$ cat src/rtl/alu_issue_ctrl_if.sv
// alu_issue_ctrl_if
// -----------------
// Bundles every signal of the ALU issue controller except clock and reset:
//   - issue handshake   : in_valid, in_ready, instr, rs_data, rt_data
//   - ALU drive side    : alu_S, alu_T, alu_FS, alu_shamt (controller -> ALU)
//   - ALU response      : alu_Y, alu_C, alu_V (ALU -> controller)
//   - result handshake  : res_valid, res_ready, res_Y, res_C, res_V, res_dest,
//                         illegal, ovf_trap
//   - status            : op_count
// Modports:
//   slave  - the controller itself (alu_issue_ctrl)
//   master - its environment: register-read stage, the ALU, and writeback
interface alu_issue_ctrl_if;
    logic        in_valid;
    logic        in_ready;
    logic [31:0] instr;
    logic [31:0] rs_data;
    logic [31:0] rt_data;

    logic [31:0] alu_S;
    logic [31:0] alu_T;
    logic [4:0]  alu_FS;
    logic [4:0]  alu_shamt;
    logic [31:0] alu_Y;
    logic        alu_C;
    logic        alu_V;

    logic        res_valid;
    logic        res_ready;
    logic [31:0] res_Y;
    logic        res_C;
    logic        res_V;
    logic [4:0]  res_dest;
    logic        illegal;
    logic        ovf_trap;
    logic [15:0] op_count;

    modport slave (
        input  in_valid, instr, rs_data, rt_data,
        input  alu_Y, alu_C, alu_V,
        input  res_ready,
        output in_ready,
        output alu_S, alu_T, alu_FS, alu_shamt,
        output res_valid, res_Y, res_C, res_V, res_dest, illegal, ovf_trap,
        output op_count
    );

    modport master (
        output in_valid, instr, rs_data, rt_data,
        output alu_Y, alu_C, alu_V,
        output res_ready,
        input  in_ready,
        input  alu_S, alu_T, alu_FS, alu_shamt,
        input  res_valid, res_Y, res_C, res_V, res_dest, illegal, ovf_trap,
        input  op_count
    );
endinterface

$ cat src/rtl/alu_issue_ctrl.sv
// alu_issue_ctrl
// --------------
// Multi-cycle issue controller for the integer ALU. Accepts one MIPS
// instruction plus its register operands, decodes it into ALU function
// select / operands / shift amount, waits one cycle for the ALU, captures
// Y/C/V and returns a tagged result with writeback index.
//
// Ports:
//   clk    - rising-edge clock
//   reset  - asynchronous, active-high reset
//   bus    - alu_issue_ctrl_if.slave: issue handshake, ALU drive/response,
//            result handshake, illegal/ovf_trap flags, op_count
//
// Build option:
//   ALU_ISSUE_TRAP_EN - when defined, add/addi/sub results with signed
//   overflow raise ovf_trap and suppress the writeback (res_dest = 0).
//   When undefined ovf_trap is always 0.
module alu_issue_ctrl (
    input  logic            clk,
    input  logic            reset,
    alu_issue_ctrl_if.slave bus
);

    typedef enum logic [1:0] {
        IDLE = 2'd0,
        EXEC = 2'd1,
        RESP = 2'd2
    } state_t;

    localparam logic [5:0] OP_RTYPE = 6'h00;

    localparam logic [4:0] FS_NONE = 5'h00;
    localparam logic [4:0] FS_ADD  = 5'h02;
    localparam logic [4:0] FS_ADDU = 5'h03;
    localparam logic [4:0] FS_SUB  = 5'h04;
    localparam logic [4:0] FS_SUBU = 5'h05;
    localparam logic [4:0] FS_SLT  = 5'h06;
    localparam logic [4:0] FS_SLTU = 5'h07;
    localparam logic [4:0] FS_AND  = 5'h08;
    localparam logic [4:0] FS_OR   = 5'h09;
    localparam logic [4:0] FS_XOR  = 5'h0A;
    localparam logic [4:0] FS_NOR  = 5'h0B;
    localparam logic [4:0] FS_SLL  = 5'h0C;
    localparam logic [4:0] FS_SRL  = 5'h0D;
    localparam logic [4:0] FS_SRA  = 5'h0E;
    localparam logic [4:0] FS_ANDI = 5'h16;
    localparam logic [4:0] FS_ORI  = 5'h17;
    localparam logic [4:0] FS_XORI = 5'h18;
    localparam logic [4:0] FS_LUI  = 5'h19;

    state_t      state;
    state_t      state_nxt;
    logic        accept;
    logic        resp_done;
    logic        trap_hit;
    logic [4:0]  issue_dest;

    logic [5:0]  opcode;
    logic [5:0]  funct;
    logic [15:0] imm;
    logic [31:0] imm_sext;
    logic [31:0] imm_zext;

    logic        dec_legal;
    logic [4:0]  dec_fs;
    logic [31:0] dec_s;
    logic [31:0] dec_t;
    logic [4:0]  dec_shamt;
    logic [4:0]  dec_dest;

    assign opcode   = bus.instr[31:26];
    assign funct    = bus.instr[5:0];
    assign imm      = bus.instr[15:0];
    assign imm_sext = {{16{imm[15]}}, imm};
    assign imm_zext = {16'h0000, imm};

    // Instruction decode. R-type writes rd, I-type writes rt. Shifts take
    // their operand from rt and force S to zero; lui feeds the raw immediate
    // on T with S zero and lets the ALU place it in the upper half.
    always_comb begin
        dec_legal = 1'b1;
        dec_fs    = FS_NONE;
        dec_s     = bus.rs_data;
        dec_t     = bus.rt_data;
        dec_shamt = 5'd0;
        dec_dest  = bus.instr[15:11];
        if (opcode == OP_RTYPE) begin
            case (funct)
                6'h20: dec_fs = FS_ADD;
                6'h21: dec_fs = FS_ADDU;
                6'h22: dec_fs = FS_SUB;
                6'h23: dec_fs = FS_SUBU;
                6'h24: dec_fs = FS_AND;
                6'h25: dec_fs = FS_OR;
                6'h26: dec_fs = FS_XOR;
                6'h27: dec_fs = FS_NOR;
                6'h2A: dec_fs = FS_SLT;
                6'h2B: dec_fs = FS_SLTU;
                6'h00: begin
                    dec_fs    = FS_SLL;
                    dec_s     = 32'h0;
                    dec_shamt = bus.instr[10:6];
                end
                6'h02: begin
                    dec_fs    = FS_SRL;
                    dec_s     = 32'h0;
                    dec_shamt = bus.instr[10:6];
                end
                6'h03: begin
                    dec_fs    = FS_SRA;
                    dec_s     = 32'h0;
                    dec_shamt = bus.instr[10:6];
                end
                default: dec_legal = 1'b0;
            endcase
        end else begin
            dec_dest = bus.instr[20:16];
            dec_t    = imm_sext;
            case (opcode)
                6'h08: dec_fs = FS_ADD;
                6'h09: dec_fs = FS_ADDU;
                6'h0A: dec_fs = FS_SLT;
                6'h0B: dec_fs = FS_SLTU;
                6'h0C: begin
                    dec_fs = FS_ANDI;
                    dec_t  = imm_zext;
                end
                6'h0D: begin
                    dec_fs = FS_ORI;
                    dec_t  = imm_zext;
                end
                6'h0E: begin
                    dec_fs = FS_XORI;
                    dec_t  = imm_zext;
                end
                6'h0F: begin
                    dec_fs = FS_LUI;
                    dec_s  = 32'h0;
                    dec_t  = imm_zext;
                end
                default: dec_legal = 1'b0;
            endcase
        end
    end

    // Overflow trap looks at the operation still held on alu_FS during EXEC
    // and the overflow flag the ALU reports for it.
`ifdef ALU_ISSUE_TRAP_EN
    assign trap_hit = ((bus.alu_FS == FS_ADD) || (bus.alu_FS == FS_SUB)) && bus.alu_V;
`else
    assign trap_hit = 1'b0;
`endif

    // in_ready is gated by reset so upstream never sees a ready controller
    // while reset is still asserted.
    assign bus.in_ready  = (state == IDLE) && !reset;
    assign bus.res_valid = (state == RESP);

    // State register.
    always_ff @(posedge clk or posedge reset) begin
        if (reset) begin
            state <= IDLE;
        end else begin
            state <= state_nxt;
        end
    end

    // Next-state logic. Illegal instructions skip EXEC because there is
    // nothing for the ALU to compute; their result is synthesised directly.
    always_comb begin
        state_nxt = state;
        accept    = 1'b0;
        resp_done = 1'b0;
        case (state)
            IDLE: begin
                if (bus.in_valid) begin
                    accept    = 1'b1;
                    state_nxt = dec_legal ? EXEC : RESP;
                end
            end
            EXEC: begin
                state_nxt = RESP;
            end
            RESP: begin
                if (bus.res_ready) begin
                    resp_done = 1'b1;
                    state_nxt = IDLE;
                end
            end
            default: begin
                state_nxt = IDLE;
            end
        endcase
    end

    // ALU drive registers, result capture and the completion counter.
    // The alu_* registers only change when a legal instruction is issued,
    // so they keep presenting the last issued operation while idle.
    always_ff @(posedge clk or posedge reset) begin
        if (reset) begin
            bus.alu_S     <= 32'h0;
            bus.alu_T     <= 32'h0;
            bus.alu_FS    <= FS_NONE;
            bus.alu_shamt <= 5'd0;
            issue_dest    <= 5'd0;
            bus.res_Y     <= 32'h0;
            bus.res_C     <= 1'b0;
            bus.res_V     <= 1'b0;
            bus.res_dest  <= 5'd0;
            bus.illegal   <= 1'b0;
            bus.ovf_trap  <= 1'b0;
            bus.op_count  <= 16'h0;
        end else begin
            if (accept) begin
                if (dec_legal) begin
                    bus.alu_S     <= dec_s;
                    bus.alu_T     <= dec_t;
                    bus.alu_FS    <= dec_fs;
                    bus.alu_shamt <= dec_shamt;
                    issue_dest    <= dec_dest;
                end else begin
                    bus.res_Y    <= 32'h0;
                    bus.res_C    <= 1'b0;
                    bus.res_V    <= 1'b0;
                    bus.res_dest <= 5'd0;
                    bus.illegal  <= 1'b1;
                    bus.ovf_trap <= 1'b0;
                end
            end
            if (state == EXEC) begin
                bus.res_Y    <= bus.alu_Y;
                bus.res_C    <= bus.alu_C;
                bus.res_V    <= bus.alu_V;
                bus.res_dest <= trap_hit ? 5'd0 : issue_dest;
                bus.illegal  <= 1'b0;
                bus.ovf_trap <= trap_hit;
            end
            if (resp_done) begin
                bus.op_count <= bus.op_count + 16'd1;
            end
        end
    end

endmodule

$ cat src/flat_wrapper.sv
// flat-port wrapper written by rule: the top's interface ports become plain ports
module alu_issue_ctrl_flat 
  (clk, reset, bus_in_valid, bus_instr, bus_rs_data, bus_rt_data, bus_alu_Y, bus_alu_C, bus_alu_V, bus_res_ready, bus_in_ready, bus_alu_S, bus_alu_T, bus_alu_FS, bus_alu_shamt, bus_res_valid, bus_res_Y, bus_res_C, bus_res_V, bus_res_dest, bus_illegal, bus_ovf_trap, bus_op_count);
  alu_issue_ctrl_if bus_i ();
  input  logic clk;
  input  logic reset;
  input wire logic [$bits(bus_i.in_valid)-1:0] bus_in_valid;
  input wire logic [$bits(bus_i.instr)-1:0] bus_instr;
  input wire logic [$bits(bus_i.rs_data)-1:0] bus_rs_data;
  input wire logic [$bits(bus_i.rt_data)-1:0] bus_rt_data;
  input wire logic [$bits(bus_i.alu_Y)-1:0] bus_alu_Y;
  input wire logic [$bits(bus_i.alu_C)-1:0] bus_alu_C;
  input wire logic [$bits(bus_i.alu_V)-1:0] bus_alu_V;
  input wire logic [$bits(bus_i.res_ready)-1:0] bus_res_ready;
  output wire logic [$bits(bus_i.in_ready)-1:0] bus_in_ready;
  output wire logic [$bits(bus_i.alu_S)-1:0] bus_alu_S;
  output wire logic [$bits(bus_i.alu_T)-1:0] bus_alu_T;
  output wire logic [$bits(bus_i.alu_FS)-1:0] bus_alu_FS;
  output wire logic [$bits(bus_i.alu_shamt)-1:0] bus_alu_shamt;
  output wire logic [$bits(bus_i.res_valid)-1:0] bus_res_valid;
  output wire logic [$bits(bus_i.res_Y)-1:0] bus_res_Y;
  output wire logic [$bits(bus_i.res_C)-1:0] bus_res_C;
  output wire logic [$bits(bus_i.res_V)-1:0] bus_res_V;
  output wire logic [$bits(bus_i.res_dest)-1:0] bus_res_dest;
  output wire logic [$bits(bus_i.illegal)-1:0] bus_illegal;
  output wire logic [$bits(bus_i.ovf_trap)-1:0] bus_ovf_trap;
  output wire logic [$bits(bus_i.op_count)-1:0] bus_op_count;
  assign bus_i.in_valid = bus_in_valid;
  assign bus_i.instr = bus_instr;
  assign bus_i.rs_data = bus_rs_data;
  assign bus_i.rt_data = bus_rt_data;
  assign bus_i.alu_Y = bus_alu_Y;
  assign bus_i.alu_C = bus_alu_C;
  assign bus_i.alu_V = bus_alu_V;
  assign bus_i.res_ready = bus_res_ready;
  assign bus_in_ready = bus_i.in_ready;
  assign bus_alu_S = bus_i.alu_S;
  assign bus_alu_T = bus_i.alu_T;
  assign bus_alu_FS = bus_i.alu_FS;
  assign bus_alu_shamt = bus_i.alu_shamt;
  assign bus_res_valid = bus_i.res_valid;
  assign bus_res_Y = bus_i.res_Y;
  assign bus_res_C = bus_i.res_C;
  assign bus_res_V = bus_i.res_V;
  assign bus_res_dest = bus_i.res_dest;
  assign bus_illegal = bus_i.illegal;
  assign bus_ovf_trap = bus_i.ovf_trap;
  assign bus_op_count = bus_i.op_count;
  alu_issue_ctrl u_core (.clk(clk), .reset(reset), .bus(bus_i));
endmodule
$ cat config.mk
export PLATFORM = sky130hd
export DESIGN_NAME = alu_issue_ctrl_flat
export DESIGN_NICKNAME = d
export VERILOG_FILES = /design/src/rtl/alu_issue_ctrl_if.sv /design/src/rtl/alu_issue_ctrl.sv /design/src/flat_wrapper.sv
export SDC_FILE = /design/constraint.sdc
export NUM_CORES = 1
export LEC_CHECK = 0
export ABC_CLOCK_PERIOD_IN_PS = 6700
export CAP_MARGIN = 20
export CORE_ASPECT_RATIO = 0.7
export CORE_MARGIN = 10
export CORE_UTILIZATION = 45
export DETAILED_ROUTE_END_ITERATION = 10
export DONT_BUFFER_PORTS = 1
export HOLD_SLACK_MARGIN = 0.05
export PLACE_DENSITY = 0.6
export REMOVE_ABC_BUFFERS = 1
export SLEW_MARGIN = 20
export SYNTH_ARGS = -nofsm -noshare
export SYNTH_HDL_FRONTEND = slang
export SYNTH_SLANG_ARGS = --single-unit
$ cat constraint.sdc
create_clock -name clk -period 6.7 [get_ports clk]
set_clock_uncertainty 0.2 [all_clocks]
set_input_delay 1.34 -clock clk [delete_from_list [all_inputs] [get_ports clk]]
set_output_delay 1.34 -clock clk [all_outputs]
set_load 0.02 [all_outputs]
==> impl_summary.md <==
STA
The max-slew violation count came to 0. The maximum achievable frequency is 0.261 GHz. The tightest slew margin relative to the limit is 0.327. Of the available clock period, the critical path in the final layout requires 0.573.

The setup-violating endpoint count in the final report is 0. The final number of hold-violating endpoints came to 0. In the post-route analysis, the smallest setup slack over all paths is 2860 ps. The smallest clock period supported by the final layout is computed as 3840 ps. Setup repair after global routing left no endpoint under its margin.

The actual transition at the worst max-transition pin is 1010 ps. In the final timing run, aggregate negative setup slack is 0 ps.

Critical path
The endpoint of the lowest-slack register-to-register path is u_core.bus.alu_T[4]$_DFFE_PP0P_. The signal arrival time at the worst endpoint is 3920 ps. The setup slack of the most critical reg-to-reg path is 3650 ps. The data required time of the worst path is 6790 ps.

The critical path goes through nor2_2 > a31oi_1 > a211oi_4 > buf_4 > mux2_2. Of all nets on the critical path, the largest fanout is 73. The worst setup path is of the in2reg kind.

STA classifies the critical path endpoint as a flop. The worst setup path is launched from an input port. The standard cell with the maximum stage delay on the critical path is sky130_fd_sc_hd__buf_4.

The biggest cell delay along the critical path is 820 ps. Counting cells, the worst reg-to-reg path comes to 5. The worst register-to-register path begins at u_core.state[1]$_DFFE_PP0P_.

Yosys
Yosys mapped a number of flops with a built-in enable equal to 0. A synthesized cell averages 10.9 µm². Yosys instantiated no cell more often than sky130_fd_sc_hd__dfrtp_1.

The synthesized netlist occupies a cell area of 6270 µm². Of all flip-flops after synthesis, the portion carrying an async set or reset was 1.00. Yosys printed 0 warnings. In this run, synthesis produced a sequential element count of 137.

The count of different cell masters after synthesis is 51. Sorting the synthesized cells by area gives the leading types as sky130_fd_sc_hd__dfrtp_1 (55%), sky130_fd_sc_hd__mux2_2 (11%), sky130_fd_sc_hd__nand2_1 (4.9%). The cell count after synthesis came out at 577. The predominant post-synthesis flop cell is sky130_fd_sc_hd__dfrtp_1. The biggest area consumer among synthesized cells is sky130_fd_sc_hd__dfrtp_1. The share of synthesized area in the top cell type comes to 0.546.

Of the synthesized area, sequential elements account for 0.546. By count the netlist is led by sky130_fd_sc_hd__dfrtp_1 (137), sky130_fd_sc_hd__nand2_1 (82), sky130_fd_sc_hd__mux2_2 (59), sky130_fd_sc_hd__o21ai_0 (47).

Global route
The number of global-route vias before repair is 4471. After global routing the overflow that remains totals 0. The total routing resource utilization after global routing is 0.176. The maximum number of pins on one net before global-route repair is 76. The first global-routing pass estimated 27.1 mm of wire. The initial antenna violation count was 0.

Floorplan
The count of boundary I/O pins is 267. The initial utilization of the core area, before any placement, comes to 0.468. The floorplan die width is 161 µm. The floorplan has 35 rows. The area of the die is 19100 µm².

The standard cell core area is 13400 µm². The chip height is 119 µm.

Clock tree
Clock-pin slew was measured on the worst setup and hold paths at 60 ps. The latest clock arrival within the worst-skew pair is 400 ps. For this design, the sink count on the clock tree is 137. Buffers inserted to repair hold after CTS numbered 0. In this run the post-CTS setup repair buffer count came out at 0. The CTS tree is done.

The root buffer cell chosen for the clock tree is sky130_fd_sc_hd__clkbuf_16. In this run the number of H-tree levels came out at 4. The quantity of gates resized following cts is 0. The largest buffer count on any clock path is 2. The total CTS buffers is 17.

Place
Input and output buffers added on the ports amount to 0. The detailed placer's ending HPWL is 12.5 mm. The setup slack at placement is 2130 ps. The final weighted congestion in routability-driven placement is 0.755. The cell count after placement is 733.

Worst hold path
The type of the worst min-delay path is reg2reg. The worst hold path depth is 2. The worst hold path terminates at u_core.bus.res_dest[2]$_DFFE_PP0P_. The startpoint identified for the worst hold timing path is u_core.issue_dest[2]$_DFFE_PP0P_.

Pwr
IR analysis of the VDD net gives a maximum drop of 0.162 mV. The combinational share of power is 0.102. The cell-internal power is 1660 µW. The share of total power in the clock network is 0.355. The part of the total power dissipated in sequential elements is 0.543.

The switching fraction of total power is 0.344. The static leakage is 0.00310 µW. For this design the ratio of total power to cell area is 362 nW/µm². The analysis attributes to net switching a power of 872 µW.

Routing
The first-pass iteration count of the detailed router is 4. The detailed-route vias per instance is 5.51. Dividing the detail-routed wire length by the instance count gives 22.6 µm.

Wires add up to 17.3 mm. In this run, the number of DRC markers left after iteration 0 of detailed routing was 279. The number of nets still failing antenna checks after routing is 0. Summing over every cut layer, the via total after detailed routing is 4218.

The number of DRC violations after detailed routing is 0.

Final layout
The number of nets in the layout is 702. In the final layout, the multi-input gates occupy 2580 µm². The filler cell count in the final layout is 1213.

The core utilization of the finished layout is 0.522. Registers take 3430 µm². From synthesis to final layout, the design area changed by 11.5%. Of the cells placed in the final design, the portion with a size suffix greater than 1 is 0.191. The antenna diode instance count is 0. After the flow finishes, the layout carries non-filler instances totaling 765.

Flow run
Max-cap violations in this run came to 0.

Status
The flow ran to the end, and the final reports show no timing, DRC or antenna violations.
==> sequential cells by signal, summed over array words and instances (netlist names) <==
signal,count
u_core.bus.res_V,1
u_core.bus.alu_S,32
u_core.bus.illegal,1
u_core.bus.op_count,16
u_core.bus.alu_FS,5
u_core.issue_dest,5
u_core.bus.res_Y,32
u_core.bus.alu_shamt,5
u_core.bus.res_dest,5
u_core.bus.res_C,1
u_core.bus.alu_T,32
u_core.state,2
==> cell usage in the layout, fill, tap and decap left out, types with 3 or more instances in the layout <==
master,count
sky130_fd_sc_hd__nor2b_1,3
sky130_fd_sc_hd__mux2i_1,17
sky130_fd_sc_hd__nand4_1,4
sky130_fd_sc_hd__clkinvlp_4,3
sky130_fd_sc_hd__inv_6,7
sky130_fd_sc_hd__clkinv_4,3
sky130_fd_sc_hd__buf_4,7
sky130_fd_sc_hd__and3_1,34
sky130_fd_sc_hd__nor3_1,6
sky130_fd_sc_hd__inv_1,33
sky130_fd_sc_hd__nand2_1,82
sky130_fd_sc_hd__nand2b_1,4
sky130_fd_sc_hd__o21ai_0,47
sky130_fd_sc_hd__nand3_1,16
sky130_fd_sc_hd__mux2_2,59
sky130_fd_sc_hd__xnor2_1,14
sky130_fd_sc_hd__dfrtp_1,137
sky130_fd_sc_hd__o21ai_1,3
sky130_fd_sc_hd__nor2_1,8
sky130_fd_sc_hd__o211ai_1,3
sky130_fd_sc_hd__clkbuf_16,17
sky130_fd_sc_hd__mux2_1,14
sky130_fd_sc_hd__a21oi_1,18
==> final cells by class <==
class / count / share of cell area
clock inverters: 14 / 0.0195
inverters: 34 / 0.0190
flip-flops and latches: 137 / 0.490
clock buffers: 18 / 0.0614
repair buffers: 7 / 0.00751
well taps: 185 / 0.0331
multi-input cells: 370 / 0.369
==> power groups by stage <==
stage | logic, µW | registers [µW] | clock network (µW)
after floorplan | 219 | 1320 | 0
after global placement | 245 | 1390 | 0
after detailed placement | 261 | 1400 | 0
after CTS | 263 | 1380 | 923
after global routing | 293 | 1400 | 969
final | 257 | 1380 | 900
==> layer usage <==
metal | vias up | GRT usage | share of wire
met3 | 14 | 0.0877 | 0.10
li1 | 1959 | - | -
met4 | 0 | 0.0527 | 0.012
met2 | 151 | 0.279 | 0.49
met1 | 2094 | 0.206 | 0.39
met5 | - | 0 | 0
==> stage by stage <==
stage                     cell area [µm²]  hold slack, ps  power (µW)
after floorplan                      6110             243        1540
after global placement               6420             253        1640
after detailed placement             6420             274        1660
after CTS                            6980             283        2570
after global routing                 6990             310        2670
final                                6990             284        2530
==> worst max path at each step <==
| stage | start | to | slack (ps) | cells after the start |
|---|---|---|---|---|
| 4_1_cts | bus_instr[31] | u_core.bus.alu_S[31]$_DFFE_PP0P_ | 2610 | 5 |
| 6_report | bus_instr[31] | u_core.bus.alu_T[4]$_DFFE_PP0P_ | 2860 | 5 |
| 2_1_floorplan | bus_instr[26] | u_core.bus.alu_FS[4]$_DFFE_PP0P_ | 50 | 4 |
| 3_5_place_dp | bus_instr[31] | u_core.bus.alu_S[17]$_DFFE_PP0P_ | 2130 | 5 |
| 3_3_place_gp | bus_instr[31] | u_core.bus.alu_T[1]$_DFFE_PP0P_ | 2190 | 5 |
| 5_1_grt | bus_instr[31] | u_core.bus.alu_S[17]$_DFFE_PP0P_ | 2690 | 5 |
==> worst max-delay path: cells and delay by family <==
family / cells / cell delay (ps)
muxes: 1 / 420
buffers and inverters: 1 / 820
AOI/OAI and AO/OA: 2 / 750
and+or+nand+nor: 1 / 500
==> kinds of logic after synthesis <==
kind of cell | count (synthesis) | synth area share
simple gates | 175 | 0.142
flops | 137 | 0.546
mux | 90 | 0.158
compound gates | 87 | 0.0826
buf+inv | 70 | 0.0459
xor+xnor | 16 | 0.0223
fa+ha+maj | 1 | 0.00199
other cells | 1 | 0.000598
(Power assumes the default switching activity.)
